<file path="config.mk">
export PLATFORM = sky130hd
export DESIGN_NAME = game_scheduler
export DESIGN_NICKNAME = d
export VERILOG_FILES = /design/src/rtl/game_scheduler.sv
export SDC_FILE = /design/constraint.sdc
export NUM_CORES = 1
export LEC_CHECK = 0
export CORE_MARGIN = 8
export CORE_UTILIZATION = 35
export CTS_CLUSTER_SIZE = 40
export DETAILED_ROUTE_END_ITERATION = 8
export REMOVE_ABC_BUFFERS = 1
export SLEW_MARGIN = 20
export SYNTH_ARGS = -nofsm -noshare
export SYNTH_HDL_FRONTEND = slang
export SYNTH_SLANG_ARGS = --single-unit
</file>
<file path="constraint.sdc">
create_clock -name clk -period 1.8 [get_ports clk]
set_input_delay 0.18 -clock clk [delete_from_list [all_inputs] [get_ports clk]]
set_output_delay 0.18 -clock clk [all_outputs]
set_load 0.05 [all_outputs]
</file>
<file path="src/rtl/game_scheduler.sv">
// game_scheduler: frame sequencer MENU -> WAIT_TICK -> PHYS -> SETUP -> DRAW, with a game-over hold.
// Optional PHYS/DRAW watchdog is compiled in when GAME_SCHEDULER_WATCHDOG_EN is defined.
module game_scheduler #(
    parameter int TICK_DIV = 833333,
    parameter int WD_LIMIT = 65535
) (
    input  logic       clk,
    input  logic       reset,
    input  logic       go,
    input  logic       grav_sw,
    input  logic       endgame,
    input  logic       phys_done,
    input  logic       draw_done,
    output logic       menu,
    output logic       physics,
    output logic       setup,
    output logic       display,
    output logic       phys_start,
    output logic       draw_start,
    output logic       grav,
    output logic [7:0] frame_cnt,
    output logic [2:0] state,
    output logic       wd_err
);

    typedef enum logic [2:0] {
        MENU      = 3'd0,
        WAIT_TICK = 3'd1,
        PHYS      = 3'd2,
        SETUP     = 3'd3,
        DRAW      = 3'd4,
        OVER      = 3'd5
    } state_t;

    localparam int TW = (TICK_DIV > 1) ? $clog2(TICK_DIV) : 1;

    state_t        cur_st;
    state_t        nxt_st;
    logic [TW-1:0] tick_cnt;
    logic          tick;
    logic          clr_game;
    logic          frame_inc;
    logic          wd_fire;
    logic          go_low_seen;

    assign state = cur_st;
    assign tick  = (tick_cnt == TW'(TICK_DIV - 1));

    always_ff @(posedge clk or posedge reset) begin
        if (reset)     tick_cnt <= '0;
        else if (tick) tick_cnt <= '0;
        else           tick_cnt <= tick_cnt + TW'(1);
    end

    always_ff @(posedge clk or posedge reset) begin
        if (reset) cur_st <= MENU;
        else       cur_st <= nxt_st;
    end

    // Handshake: *_start is a one-cycle request issued on the cycle the FSM commits to the
    // phase; the matching *_done is honoured only while in that phase and ends it that cycle.
    always_comb begin
        nxt_st     = cur_st;
        menu       = 1'b0;
        physics    = 1'b0;
        setup      = 1'b0;
        display    = 1'b0;
        phys_start = 1'b0;
        draw_start = 1'b0;
        clr_game   = 1'b0;
        frame_inc  = 1'b0;
        case (cur_st)
            MENU: begin
                menu = 1'b1;
                if (go) begin
                    clr_game = 1'b1;
                    nxt_st   = WAIT_TICK;
                end
            end
            WAIT_TICK: begin
                if (tick) begin
                    phys_start = 1'b1;
                    nxt_st     = PHYS;
                end
            end
            PHYS: begin
                physics = 1'b1;
                if (phys_done)    nxt_st = endgame ? OVER : SETUP;
                else if (wd_fire) nxt_st = OVER;
            end
            SETUP: begin
                setup      = 1'b1;
                draw_start = 1'b1;
                nxt_st     = DRAW;
            end
            DRAW: begin
                display = 1'b1;
                if (draw_done) begin
                    frame_inc = 1'b1;
                    nxt_st    = WAIT_TICK;
                end else if (wd_fire) begin
                    nxt_st = OVER;
                end
            end
            OVER: begin
                if (go && go_low_seen) nxt_st = MENU;
            end
            default: nxt_st = MENU;
        endcase
    end

    // go_low_seen arms only inside OVER so a go held from before game-over cannot restart.
    always_ff @(posedge clk or posedge reset) begin
        if (reset) begin
            grav        <= 1'b0;
            frame_cnt   <= '0;
            go_low_seen <= 1'b0;
        end else begin
            if (phys_start) grav <= grav_sw;
            if (clr_game)       frame_cnt <= '0;
            else if (frame_inc) frame_cnt <= frame_cnt + 8'd1;
            go_low_seen <= (cur_st == OVER) && (go_low_seen || !go);
        end
    end

`ifdef GAME_SCHEDULER_WATCHDOG_EN
    localparam int WW = $clog2(WD_LIMIT + 1);

    logic [WW-1:0] wd_cnt;
    logic          wd_err_q;

    assign wd_fire = ((cur_st == PHYS && !phys_done) || (cur_st == DRAW && !draw_done))
                     && (wd_cnt == WW'(WD_LIMIT - 1));
    assign wd_err  = wd_err_q;

    always_ff @(posedge clk or posedge reset) begin
        if (reset) begin
            wd_cnt   <= '0;
            wd_err_q <= 1'b0;
        end else begin
            if (cur_st == PHYS || cur_st == DRAW) wd_cnt <= wd_cnt + WW'(1);
            else                                  wd_cnt <= '0;
            if (clr_game)     wd_err_q <= 1'b0;
            else if (wd_fire) wd_err_q <= 1'b1;
        end
    end
`else
    logic wd_unused;

    assign wd_unused = ^WD_LIMIT;
    assign wd_fire   = 1'b0;
    assign wd_err    = 1'b0;
`endif

endmodule
</file>
==> impl_metrics.toml, run 1 <==
[placed_design]
io_buffer_count = 24
place_hpwl_um = 2780
gp_congestion = 0.823

[routing]
detail-route-antenna-nets = 0
vias = 1410
wirelength_um = 4040
met1Wirelength_um = 1940
route.detailed.drc = 0
drt_first_iter_violations = 52
dr.pass1.iters = 5
route.met3.wl_um = 234
post_drt_wl_per_cell_um = 13.9
top_layer_used = "met3"
viasPerCell = 4.85
wl_met2_um = 1860

[global_routing]
first_global_vias = 1390
grt_max_degree = 34
grt_overflow_total = 0
grt_util_all_layers_pct = 10.9
antenna_found_initial = 0
grt_pass1_wl_um = 6570

[sta]
tns_ns = -0.456
hold_slack_ns = 0.304
hold_violations = 0
drv_slew = 0
setup_viol = 10
layout_setup_ws_ns = -0.358
clock_skew_ns = 0.00391
max_freq_mhz = 463
relSlewSlack_pct = 67.1
rsz0062_at_grt = "true"
post-route-min-period_ns = 2.16
post-route-period-util_pct = 120
worst_pin_slew_ns = 0.488

[yosys]
yosysWarnings = 0
netlist_instances = 177
syn-cell-area_um2 = 1730
ys_seq_area_share_pct = 47.7
avgSynthCellArea_um2 = 9.79
yosysUniqueCellTypes = 36
synth_seq_cells = 33

[floorplan]
die-area_um2 = 7460
core_area_um2 = 4750
io_pins = 26
rows = 25
die_height_um = 86.4
initial_core_util_pct = 36.4
dieWidth_um = 86.4

[power_and_ir_drop]
total_power_uw = 1760
peakVddDrop_mv = 0.403
p_leak_uw = 0.00105
powerDensity_nw_per_um2 = 747

[clock_tree]
cts_tree = "built"
clock_path_buffers = 2
cts_buffers = 5
cts.clk_slew.worst_paths_ns = 0.07
htree_levels = 2
insertion_delay_ns = 0.27
cts_root_buffer = "clkbuf_8"
cts_sinks = 33

[worst_setup_path]
rr_worst_depth = 6
crit_required_ns = 1.62
reg2reg_slack_ns = -0.04
path_max_fanout = 2
r2r_start = "tick_cnt[16]"
reg2reg_to = "state[0]"
path_class = "register to output port"
arrival_ns = 1.98
crit_path_end_kind = "output port"
crit_path_start_kind = "register"

[flow_run]
cap_violations = 0

[run_status]
violations = "setup timing"
status = "complete, but fails checks"

[hold_path]
hp-class = "input pin to async pin"

[finish]
seqCellArea_um2 = 826
synthToLayoutAreaGrowth_pct = 35.7
final_common_cell = "dfrtp_1"
most-common-layout-cells = "dfrtp_1, nor2_1, buf_4"
nFillCells = 452
diodes = 0
fin_nets = 233
multi_input_area_um2 = 846
drive_gt1_share_pct = 20.1
==> synth_stat cells <==
cell | number | area (um^2)
a21oi_1 | 3 | 15.0
a22oi_1 | 1 | 7.51
a2bb2oi_1 | 1 | 8.76
and2_1 | 2 | 12.5
and3_1 | 8 | 50.1
and4_1 | 4 | 35.0
buf_2 | 2 | 10.0
buf_4 | 2 | 15.0
buf_6 | 1 | 11.3
clkbuf_1 | 4 | 15.0
conb_1 | 1 | 3.75
dfrtp_1 | 33 | 826
ha_1 | 3 | 37.5
inv_1 | 5 | 18.8
mux2_2 | 2 | 22.5
mux2i_1 | 2 | 20.0
nand2_1 | 9 | 33.8
nand2b_1 | 1 | 6.26
nand3_1 | 13 | 65.1
nand4_1 | 10 | 62.6
nand4b_1 | 1 | 8.76
nor2_1 | 26 | 97.6
nor2_4 | 1 | 11.3
nor2b_1 | 3 | 18.8
nor3_1 | 4 | 20.0
nor4b_1 | 1 | 8.76
nor4bb_1 | 2 | 20.0
o21ai_0 | 2 | 10.0
o221a_2 | 1 | 11.3
o22ai_1 | 1 | 6.26
o31ai_1 | 1 | 7.51
o41ai_1 | 1 | 8.76
or3_4 | 1 | 11.3
or4_1 | 2 | 15.0
xnor2_1 | 9 | 78.8
xor2_1 | 14 | 123
==> power by group <==
part	total [uW]	leakage [uW]	internal (uW)	switching, uW
logic	430	0.000575	170	260
clock network	530	0.0000395	275	255
registers	798	0.000439	768	30.3
total	1760	0.00105	1210	546
==> through the flow <==
| step | utilization [%] | cell area (um^2) | setup slack [ns] | std cells |
|---|---|---|---|---|
| floorplan | - | 1680 | -0.615 | 168 |
| global placement | 46.6 | 2220 | -0.0553 | 280 |
| detailed placement | 46.6 | 2220 | -0.0678 | 280 |
| CTS | 48.4 | 2300 | -0.355 | 288 |
| global route | 49.5 | 2350 | -0.395 | 291 |
| finish | 49.5 | 2350 | -0.358 | 291 |
==> how the worst max path moves through the flow <==
stage / end / slack (ns) / from
global placement: phys_start / -0.06 / tick_cnt[16]
floorplan: frame_cnt[0] / -0.61 / state[0]
finish: phys_start / -0.36 / tick_cnt[16]
global route: phys_start / -0.40 / tick_cnt[16]
detailed placement: phys_start / -0.07 / tick_cnt[16]
CTS: phys_start / -0.36 / tick_cnt[16]
==> routing by layer <==
metal	global-route usage (%)	up-vias
li1	-	709
met1	14.1	665
met2	17.5	36
met3	3.12	0
met4	2.35	0
met5	0	-
==> worst max-delay path, cell delays in order, from the launching register on <==
cell and delay, ns:
dfrtp_1 0.38, or4_4 0.54, or3_4 0.36, nor2_4 0.09
and3_4 0.20, buf_12 0.13
==> final cells by class <==
cell class	instances	share of cell area, %
Sequential cell	33	35.1
Inverter	5	0.798
Clock buffer	8	3.40
Timing Repair Buffer	48	21.2
Tap cell	67	3.56
Multi-Input combinational cell	130	36.0
==> logic make-up after synthesis <==
| group | after synthesis | synth area share, % |
|---|---|---|
| DFF | 33 | 47.7 |
| buffers and inverters | 14 | 4.04 |
| other | 1 | 0.216 |
| adders and majority gates | 3 | 2.17 |
| muxes | 4 | 2.45 |
| and+or+nand+nor | 88 | 27.5 |
| AOI/OAI and AO/OA | 11 | 4.33 |
| xor gates and xnor gates | 23 | 11.6 |
==> state kept, by name, indices dropped and copies added (netlist names) <==
| name | count |
|---|---|
| state | 3 |
| go_low_seen | 1 |
| tick_cnt | 20 |
| grav | 1 |
| frame_cnt | 8 |
==> what timing repair did <==
action	in CTS	in global routing
gates resized for setup	1	3
hold buffers	0	0
cloned	0	1
buffers inserted	0	2
setup endpoints to repair	2	16
(Power assumes the default switching activity.)
==> inputs of run 2 (changes only) <==
--- a/config.mk
+++ b/config.mk
@@ -6,10 +6,12 @@
 export NUM_CORES = 1
 export LEC_CHECK = 0
 export CORE_MARGIN = 8
-export CORE_UTILIZATION = 35
+export CORE_UTILIZATION = 53
 export CTS_CLUSTER_SIZE = 40
 export DETAILED_ROUTE_END_ITERATION = 8
+export PLACE_DENSITY = 0.78
 export REMOVE_ABC_BUFFERS = 1
+export SKIP_CTS_REPAIR_TIMING = 1
 export SLEW_MARGIN = 20
 export SYNTH_ARGS = -nofsm -noshare
 export SYNTH_HDL_FRONTEND = slang
==> impl_metrics.toml, run 2 (synthesis gave the netlist of run 1 again) <==
[floorplan]
rows = 20
core_area_um2 = 3080
dieWidth_um = 73.2
die_height_um = 73.2
die-area_um2 = 5360
initial_core_util_pct = 56.3
io_pins = 26

[sta]
post-route-period-util_pct = 124
hold_slack_ns = 0.207
hold_violations = 0
layout_setup_ws_ns = -0.430
tns_ns = -0.430
worst_pin_slew_ns = 0.513
post-route-min-period_ns = 2.23
drv_slew = 0
clock_skew_ns = 0.0100
rsz0062_at_grt = "true"
relSlewSlack_pct = 65.7
setup_viol = 1
max_freq_mhz = 448

[hold_path]
hp-class = "input pin to async pin"

[power_and_ir_drop]
powerDensity_nw_per_um2 = 801
total_power_uw = 1820
peakVddDrop_mv = 0.435
p_leak_uw = 0.00113

[clock_tree]
cts.clk_slew.worst_paths_ns = 0.11
clock_path_buffers = 2
htree_levels = 2
cts_sinks = 33
cts_buffers = 5
insertion_delay_ns = 0.34
cts_root_buffer = "clkbuf_4"
cts_tree = "built"

[routing]
detail-route-antenna-nets = 0
post_drt_wl_per_cell_um = 15.0
drt_first_iter_violations = 89
route.detailed.drc = 0
vias = 1417
dr.pass1.iters = 4
wirelength_um = 3910
viasPerCell = 5.43

[finish]
final_common_cell = "dfrtp_1"
utilization_pct = 73.9
largest_reg_flops = 20
fin_nets = 226
diodes = 0
final_cell_count_no_fill = 261
most-common-layout-cells = "dfrtp_1, nor2_1, buf_4"
seqCellArea_um2 = 826
nFillCells = 233
multi_input_area_um2 = 851
drive_gt1_share_pct = 19.4
largest-register = "tick_cnt"
synthToLayoutAreaGrowth_pct = 31.3

[worst_setup_path]
crit_required_ns = 1.62
path_depth = 5
rr_worst_depth = 5
crit_path_max_incr_delay_ns = 0.52
worstPathCellList = "or4_4 > or3_4 > nor2_4 > and3_4 > buf_12"
path_max_fanout = 2
crit_path_start_kind = "register"
cpMaxStageDelayCell = "or4_4"
arrival_ns = 2.05
crit_path_end_kind = "output port"
cp_top_family = "simple AND/OR/NAND/NOR gates"
crit_buf_inv = 1
path_class = "register to output port"

[run_status]
status = "complete, but fails checks"
violations = "setup timing"

[placed_design]
io_buffer_count = 24
gp_congestion = 0.915
dpl.cell_count = 253
place_hpwl_um = 2900

[global_routing]
grt_util_all_layers_pct = 16.3
grt_max_degree = 34
first_global_vias = 1421
antenna_found_initial = 0
grt_pass1_wl_um = 6800
grt_overflow_total = 0

[flow_run]
cap_violations = 0
==> run 2: worst reg2reg max path, delay by kind of cell (launching register included) <==
kind / cells / cell delay, ns
AO/OA/AOI/OAI: 1 / 0.10
AND/OR/NAND/NOR: 3 / 0.97
buffers and inverters: 1 / 0.21
flip-flops: 1 / 0.42
==> run 2: path summary, 6_finish.rpt <==
check	from	slack [ns]	to
setup / recovery	tick_cnt[11]	-0.43	phys_start
hold / removal	reset	0.21	frame_cnt[1]
setup reg to reg	tick_cnt[11]	0	state[0]
hold reg to reg	grav	0.51	grav
max in group asynchronous	reset	1.29	tick_cnt[6]
min in group clk	grav_sw	0.46	grav
==> run 2: per-stage QoR <==
| stage | setup WS (ns) | area [um^2] |
|---|---|---|
| 2_1_floorplan | -0.615 | 1680 |
| 3_3_place_gp | -0.0618 | 2160 |
| 3_5_place_dp | -0.0918 | 2160 |
| 4_1_cts | -0.478 | 2250 |
| 5_1_grt | -0.493 | 2270 |
| 6_report | -0.430 | 2270 |
==> run 2: where the power goes <==
group / internal (uW) / switching, uW / leakage (uW)
registers: 767 / 45.4 / 0.000439
logic: 168 / 250 / 0.000644
clock network: 330 / 261 / 0.0000445
==> run 2: area by class of cell <==
type                            count  share of cell area, %
Multi-Input combinational cell    130                   37.4
Sequential cell                    33                   36.3
Timing Repair Buffer               41                   19.1
Tap cell                           44                   2.42
Clock buffer                        6                   2.26
Clock inverter                      2                   1.65
Inverter                            5                  0.825
==> run 2: routing by layer <==
layer	global-route usage, %	share of wire, %
met3	5.63	5.6
met5	0	0
met4	5.78	1.9
met2	26.5	51
met1	19.4	41
